## src/rtl/branch_resolve_if.sv

```systemverilog
// branch_resolve_if: decode, flag and jump-through-memory bundle around branch_resolve_unit.
interface branch_resolve_if #(
  parameter int ADDR_W = 32,
  parameter int BIMM_W = 16,
  parameter int JIMM_W = 26,
  parameter int CNT_W  = 8
);
  logic              instr_valid;
  logic [2:0]        bj_type;
  logic [ADDR_W-1:0] pc;
  logic [BIMM_W-1:0] bimm;
  logic [JIMM_W-1:0] jimm;
  logic [ADDR_W-1:0] reg_a;
  logic              alu_z;
  logic              alu_n;
  logic              stat_we;
  logic              mem_ack;
  logic [ADDR_W-1:0] mem_rdata;
  logic [ADDR_W-1:0] next_pc;
  logic [1:0]        pc_sel;
  logic              pc_load;
  logic              stall;
  logic              mem_req;
  logic [ADDR_W-1:0] mem_addr;
  logic              link_we;
  logic [1:0]        stat_q;
  logic              fault;
  logic [CNT_W-1:0]  taken_cnt;
  modport master (
    output instr_valid, bj_type, pc, bimm, jimm, reg_a, alu_z, alu_n, stat_we, mem_ack, mem_rdata,
    input  next_pc, pc_sel, pc_load, stall, mem_req, mem_addr, link_we, stat_q, fault, taken_cnt
  );
  modport slave (
    input  instr_valid, bj_type, pc, bimm, jimm, reg_a, alu_z, alu_n, stat_we, mem_ack, mem_rdata,
    output next_pc, pc_sel, pc_load, stall, mem_req, mem_addr, link_we, stat_q, fault, taken_cnt
  );
endinterface

```

## src/rtl/branch_resolve_unit.sv

```systemverilog
// branch_resolve_unit: resolves jumps/branches to next_pc, runs the jump-through-memory
// wait with timeout, holds the {Z,N} status flags and counts redirects.
module branch_resolve_unit #(
  parameter int ADDR_W  = 32,
  parameter int BIMM_W  = 16,
  parameter int JIMM_W  = 26,
  parameter int TMO_CYC = 15,
  parameter int CNT_W   = 8
) (
  input logic clk,
  input logic rst_n,
  branch_resolve_if.slave bus
);
  typedef enum logic {IDLE, JM_WAIT} state_t;
  localparam logic [2:0] BJ_J = 3'b001, BJ_BEQ = 3'b010, BJ_BGEZ = 3'b011, BJ_BRN = 3'b100,
                         BJ_JM = 3'b101, BJ_BALZ = 3'b110, BJ_ILL = 3'b111;
  localparam logic [CNT_W-1:0] TMO_LAST = CNT_W'(TMO_CYC - 1);
  state_t            state_q, state_d;
  logic [CNT_W-1:0]  tmo_q, tmo_d, taken_q, taken_d;
  logic [ADDR_W-1:0] mem_addr_q, mem_addr_d;
  logic [1:0]        stat_q, stat_d;
  logic              fault_q, fault_d, mem_req_q, mem_req_d;
  logic [ADDR_W-1:0] seq, br, jt, next_pc;
  logic [1:0]        pc_sel;
  logic              pc_load, stall, link_we, ack, tmo_hit;
  assign seq = bus.pc + ADDR_W'(4);
  assign br  = seq + {{(ADDR_W-BIMM_W-2){bus.bimm[BIMM_W-1]}}, bus.bimm, 2'b00};
  assign jt  = {seq[ADDR_W-1:JIMM_W+2], bus.jimm, 2'b00};
  always_comb begin
    ack        = state_q == JM_WAIT && bus.mem_ack;
    tmo_hit    = state_q == JM_WAIT && !bus.mem_ack && tmo_q == TMO_LAST;
    next_pc    = seq;
    pc_sel     = 2'b00;
    pc_load    = 1'b0;
    stall      = 1'b0;
    link_we    = 1'b0;
    state_d    = state_q;
    tmo_d      = tmo_q;
    mem_addr_d = mem_addr_q;
    mem_req_d  = mem_req_q;
    fault_d    = 1'b0;
    stat_d     = bus.stat_we ? {bus.alu_z, bus.alu_n} : stat_q;
    if (state_q == IDLE) begin
      pc_load = bus.instr_valid;
      if (bus.instr_valid)
        case (bus.bj_type)
          BJ_J: begin
            pc_sel  = 2'b01;
            next_pc = jt;
          end
          BJ_BEQ: begin
            pc_sel  = bus.alu_z ? 2'b01 : 2'b00;
            next_pc = bus.alu_z ? br : seq;
          end
          BJ_BGEZ: begin
            pc_sel  = !bus.alu_n ? 2'b01 : 2'b00;
            next_pc = !bus.alu_n ? br : seq;
          end
          BJ_BRN: begin
            pc_sel  = stat_q[0] ? 2'b11 : 2'b00;
            next_pc = stat_q[0] ? bus.reg_a : seq;
          end
          BJ_JM: begin
            pc_load    = 1'b0;
            stall      = 1'b1;
            state_d    = JM_WAIT;
            mem_addr_d = bus.reg_a;
            mem_req_d  = 1'b1;
            tmo_d      = '0;
          end
          BJ_BALZ: begin
            pc_sel  = stat_q[1] ? 2'b01 : 2'b00;
            next_pc = stat_q[1] ? br : seq;
            link_we = stat_q[1];
          end
          BJ_ILL:  fault_d = 1'b1;
          default: ;
        endcase
    end else begin
      stall   = !(ack || tmo_hit);
      pc_load = ack || tmo_hit;
      pc_sel  = ack ? 2'b10 : 2'b00;
      next_pc = ack ? (bus.mem_rdata & ~ADDR_W'(3)) : seq;
      tmo_d   = tmo_q + CNT_W'(1);
      fault_d = tmo_hit;
      if (ack || tmo_hit) begin
        state_d   = IDLE;
        mem_req_d = 1'b0;
      end
    end
    taken_d = (pc_load && pc_sel != 2'b00 && taken_q != '1) ? taken_q + CNT_W'(1) : taken_q;
    // While reset is held the unit behaves as a plain sequential fetcher.
    if (!rst_n) begin
      next_pc = seq;
      pc_sel  = 2'b00;
      pc_load = bus.instr_valid;
      stall   = 1'b0;
      link_we = 1'b0;
    end
  end
  always_ff @(posedge clk or negedge rst_n) begin
    if (!rst_n) begin
      state_q    <= IDLE;
      tmo_q      <= '0;
      taken_q    <= '0;
      mem_addr_q <= '0;
      stat_q     <= 2'b00;
      fault_q    <= 1'b0;
      mem_req_q  <= 1'b0;
    end else begin
      state_q    <= state_d;
      tmo_q      <= tmo_d;
      taken_q    <= taken_d;
      mem_addr_q <= mem_addr_d;
      stat_q     <= stat_d;
      fault_q    <= fault_d;
      mem_req_q  <= mem_req_d;
    end
  end
  assign bus.next_pc   = next_pc;
  assign bus.pc_sel    = pc_sel;
  assign bus.pc_load   = pc_load;
  assign bus.stall     = stall;
  assign bus.link_we   = link_we;
  assign bus.mem_req   = mem_req_q;
  assign bus.mem_addr  = mem_addr_q;
  assign bus.stat_q    = stat_q;
  assign bus.fault     = fault_q;
  assign bus.taken_cnt = taken_q;
endmodule

```

## src/flat_wrapper.sv

```systemverilog
// flat-port wrapper written by rule: the top's interface ports become plain ports
module branch_resolve_unit_flat 
#(
  parameter int ADDR_W  = 32,
  parameter int BIMM_W  = 16,
  parameter int JIMM_W  = 26,
  parameter int TMO_CYC = 15,
  parameter int CNT_W   = 8
)
  (clk, rst_n, bus_instr_valid, bus_bj_type, bus_pc, bus_bimm, bus_jimm, bus_reg_a, bus_alu_z, bus_alu_n, bus_stat_we, bus_mem_ack, bus_mem_rdata, bus_next_pc, bus_pc_sel, bus_pc_load, bus_stall, bus_mem_req, bus_mem_addr, bus_link_we, bus_stat_q, bus_fault, bus_taken_cnt);
  branch_resolve_if #(.ADDR_W(ADDR_W), .BIMM_W(BIMM_W), .JIMM_W(JIMM_W), .CNT_W(CNT_W)) bus_i ();
  input logic clk;
  input logic rst_n;
  input wire logic [$bits(bus_i.instr_valid)-1:0] bus_instr_valid;
  input wire logic [$bits(bus_i.bj_type)-1:0] bus_bj_type;
  input wire logic [$bits(bus_i.pc)-1:0] bus_pc;
  input wire logic [$bits(bus_i.bimm)-1:0] bus_bimm;
  input wire logic [$bits(bus_i.jimm)-1:0] bus_jimm;
  input wire logic [$bits(bus_i.reg_a)-1:0] bus_reg_a;
  input wire logic [$bits(bus_i.alu_z)-1:0] bus_alu_z;
  input wire logic [$bits(bus_i.alu_n)-1:0] bus_alu_n;
  input wire logic [$bits(bus_i.stat_we)-1:0] bus_stat_we;
  input wire logic [$bits(bus_i.mem_ack)-1:0] bus_mem_ack;
  input wire logic [$bits(bus_i.mem_rdata)-1:0] bus_mem_rdata;
  output wire logic [$bits(bus_i.next_pc)-1:0] bus_next_pc;
  output wire logic [$bits(bus_i.pc_sel)-1:0] bus_pc_sel;
  output wire logic [$bits(bus_i.pc_load)-1:0] bus_pc_load;
  output wire logic [$bits(bus_i.stall)-1:0] bus_stall;
  output wire logic [$bits(bus_i.mem_req)-1:0] bus_mem_req;
  output wire logic [$bits(bus_i.mem_addr)-1:0] bus_mem_addr;
  output wire logic [$bits(bus_i.link_we)-1:0] bus_link_we;
  output wire logic [$bits(bus_i.stat_q)-1:0] bus_stat_q;
  output wire logic [$bits(bus_i.fault)-1:0] bus_fault;
  output wire logic [$bits(bus_i.taken_cnt)-1:0] bus_taken_cnt;
  assign bus_i.instr_valid = bus_instr_valid;
  assign bus_i.bj_type = bus_bj_type;
  assign bus_i.pc = bus_pc;
  assign bus_i.bimm = bus_bimm;
  assign bus_i.jimm = bus_jimm;
  assign bus_i.reg_a = bus_reg_a;
  assign bus_i.alu_z = bus_alu_z;
  assign bus_i.alu_n = bus_alu_n;
  assign bus_i.stat_we = bus_stat_we;
  assign bus_i.mem_ack = bus_mem_ack;
  assign bus_i.mem_rdata = bus_mem_rdata;
  assign bus_next_pc = bus_i.next_pc;
  assign bus_pc_sel = bus_i.pc_sel;
  assign bus_pc_load = bus_i.pc_load;
  assign bus_stall = bus_i.stall;
  assign bus_mem_req = bus_i.mem_req;
  assign bus_mem_addr = bus_i.mem_addr;
  assign bus_link_we = bus_i.link_we;
  assign bus_stat_q = bus_i.stat_q;
  assign bus_fault = bus_i.fault;
  assign bus_taken_cnt = bus_i.taken_cnt;
  branch_resolve_unit #(.ADDR_W(ADDR_W), .BIMM_W(BIMM_W), .JIMM_W(JIMM_W), .TMO_CYC(TMO_CYC), .CNT_W(CNT_W)) u_core (.clk(clk), .rst_n(rst_n), .bus(bus_i));
endmodule
```

## config.mk

```make
export PLATFORM = sky130hd
export DESIGN_NAME = branch_resolve_unit_flat
export DESIGN_NICKNAME = d
export VERILOG_FILES = /design/src/rtl/branch_resolve_if.sv /design/src/rtl/branch_resolve_unit.sv /design/src/flat_wrapper.sv
export SDC_FILE = /design/constraint.sdc
export NUM_CORES = 1
export LEC_CHECK = 0
export BUFFER_PORTS_ARGS = -buffer_cell sky130_fd_sc_hd__buf_2
export CAP_MARGIN = 5
export CORE_MARGIN = 8
export CORE_UTILIZATION = 30
export CTS_CLUSTER_SIZE = 8
export DETAILED_ROUTE_END_ITERATION = 12
export PLACE_DENSITY = 0.57
export SYNTH_ARGS = -nofsm -noshare
export SYNTH_HDL_FRONTEND = slang
export SYNTH_SLANG_ARGS = --single-unit
```

## constraint.sdc

```tcl
create_clock -name clk -period 10.4 [get_ports clk]
set_input_delay 2.08 -clock clk [delete_from_list [all_inputs] [get_ports clk]]
set_output_delay 2.08 -clock clk [all_outputs]
set_load 0.1 [all_outputs]
```

==> impl_metrics.ini <==
[global_route]
grt_overflow = 0
grt_pass1_wl_um = 35300
grt_antenna_before_repair = 4
grt_start_max_net_pins = 72
grt_usage_pct = 19.0
grt_pass1_vias = 6272

[synth]
synth_edf_count = 0
ys_types = 66
synth_top_area_share_pct = 23.8
ys.flop_type = dfrtp_1
syn_area_sq_um = 5570
yosys.area.top_type = dfrtp_1
synth_fp_nets = 848
synth_seq_cells = 53
synthCells = 661
synthArstFlopShare_pct = 100
yosysMostFrequentCell = nand2_1
seq_area_frac_synth_pct = 23.8
ys_top_cells_by_area = dfrtp_1 (24%), ha_1 (8.5%), mux2_2 (7.3%)
yosys_warnings = 0
syn_area_per_cell_sq_um = 8.43
yosys-top-cells-count = nand2_1 (55), dfrtp_1 (53), o21ai_0 (45), nor2_1 (44), ha_1 (38)

[placed_design]
hpwl_um = 18000
numPortBuffers = 226
place_congestion = 0.846

[worst_setup_path]
crit_start = bus_pc[4]
crit_required_ns = 8.32
reg2regPathDepth = 9
path_class = primary input to output port
cp_max_fo = 6
reg2reg_slack_ns = 8.08
crit_path_end_kind = output port
worstReg2RegStart = u_core.tmo_q[0]
worstSetupStartpointType = primary input
r2r-end = u_core.bus.taken_cnt[1]
critPathArrivalTime_ns = 6.05

[routing]
wirelength_um = 22900
drc = 0
ant_nets = 0
viasPerCell = 5.49
dr.pass1.iters = 5
num_vias = 6065
wl_per_cell_um = 20.7
drtIter0Drc = 461

[timing]
max_freq_mhz = 123
drv_slew = 0
tns_ns = 0
fin_skew_ns = 0.00890
finalSetupViolations = 0
hold_viol = 0
grt_setup_unrepaired = false
maxSlewHeadroom_pct = 30.1
period_share_pct = 78.1
worst_slew_pin_slew_ns = 1.05
finalCriticalPeriod_ns = 8.13

[hold_path]
whs_endpoint = u_core.bus.taken_cnt[5]
holdPathStages = 1
hp-start = u_core.bus.taken_cnt[5]
hp-class = flop to flop

[pwr]
power_density_nw_per_um2 = 238
fin_total_pwr_mw = 1.68
ir_drop_mv = 0.167
p_leak_nw = 3.37

[final_layout]
fin_nets = 1053
area_growth_pct = 27.0
drive_gt1_share_pct = 33.0
fillCellCount = 1975
seqCellArea_sq_um = 1330
multiInputGateArea_sq_um = 4050

[floorplanning]
dieArea_sq_um = 23200
die_x_um = 152
io_pins = 229
row_count = 50
core_area_sq_um = 18500
start_util_pct = 30.2
fp.dieH_um = 152

[cts]
cts-htree-levels = 2
clock-sinks = 53
cts-root-buf = clkbuf_16
clk_pin_slew_worst_paths_ns = 0.08
cts_buffers = 5
cts_resized = 0
cts_hold_buf = 0
postCtsSetupBuffers = 0
clk_latency_ns = 0.31
cts_tree = built
cts_buffer_depth = 2

[job]
maxCapViolations = 0

[outcome]
status = completed
[per-stage QoR]
stage	instance area, sq um	util, %	hold slack, ns	instances	setup slack (ns)
floorplan	5570	-	0.443	661	1.63
global placement	6920	37.5	0.474	1093	2.30
detailed placement	6920	37.5	0.476	1093	2.28
CTS	7070	38.3	0.489	1101	2.25
global route	7070	38.3	0.500	1102	1.98
finish	7080	38.3	0.488	1104	2.27
[registers in the layout, summed over array words and instances, names as in the netlist]
name / cells
u_core.bus.fault: 1
u_core.bus.mem_addr: 32
u_core.bus.mem_req: 1
u_core.bus.stat_q: 2
u_core.bus.taken_cnt: 8
u_core.state_q: 1
u_core.tmo_q: 8
[worst max-delay path, stage by stage]
cell and delay, ns:
buf_2 0.13, and4_1 0.36, and2_1 0.29, nand2b_1 0.20, nor2_1 0.16, xor2_1 0.48, ha_1 0.38, a21oi_1 0.21
o21bai_1 0.08, a21oi_1 0.18, o21ai_0 0.10, a21o_1 0.18, a221oi_1 0.36, xor2_1 0.14, o31ai_1 0.23, buf_2 0.49
[cell usage in the layout (no fill, tap or decap), types with 4 or more instances in the layout]
cell	Yosys	final
a21o_1	17	17
a21oi_1	29	29
a221oi_1	4	4
a222oi_1	25	25
a22o_1	14	14
a22oi_1	12	12
a31oi_1	7	7
and2_1	12	12
and3_1	12	12
and4_1	4	4
buf_2	5	225
buf_4	0	6
clkbuf_16	0	5
dfrtp_1	53	53
ha_1	38	38
inv_1	21	21
mux2_2	36	36
nand2_1	55	55
nand2b_1	7	6
nand3_1	22	22
nand4_1	11	11
nor2_1	44	43
nor2b_1	5	5
nor3_1	11	11
nor4_1	5	5
o2111ai_1	4	4
o211ai_1	6	6
o21a_1	7	7
o21ai_0	45	45
o22ai_1	4	4
o31ai_1	8	8
xnor2_1	37	37
xor2_1	21	21
[power breakdown]
| group | internal [mW] | total (mW) | switching, mW |
|---|---|---|---|
| registers | 0.280 | 0.333 | 0.0532 |
| clock network | 0.0930 | 0.191 | 0.0981 |
| logic | 0.230 | 1.16 | 0.928 |
| total | 0.602 | 1.68 | 1.08 |
[per-layer routing]
metal  global-route usage, %  wire (um)  share of wire (%)
met5                       0         31               0.14
met4                    3.62        271                1.2
met3                    5.25       1740                7.6
met2                    33.4      10900                 48
met1                    22.7       9920                 43
[cell type report]
| class | count | area share [%] |
|---|---|---|
| antenna | 3 | 0.106 |
| clock buffer | 5 | 1.77 |
| clock inverter | 3 | 0.407 |
| inverter | 21 | 1.11 |
| multi-input combinational | 554 | 57.2 |
| sequential | 53 | 18.7 |
| tap | 234 | 4.14 |
| timing repair buffer | 231 | 16.5 |
[how the worst max path moves through the flow]
| stage | endpoint | slack (ns) |
|---|---|---|
| 3_5_place_dp | bus_next_pc[28] | 2.28 |
| 2_1_floorplan | bus_next_pc[28] | 1.63 |
| 5_1_grt | bus_next_pc[28] | 1.98 |
| 6_report | bus_next_pc[28] | 2.27 |
| 4_1_cts | bus_next_pc[28] | 2.25 |
| 3_3_place_gp | bus_next_pc[28] | 2.30 |
[kinds of logic after synthesis]
family / after synthesis / synth area share (%)
mux: 37 / 7.46
xor+xnor: 59 / 9.52
buf+inv: 54 / 3.75
simple gates: 206 / 19.3
compound gates: 213 / 27.2
flops: 53 / 23.8
fa+ha+maj: 39 / 8.89
No activity file was read; power rests on OpenSTA's default activity.
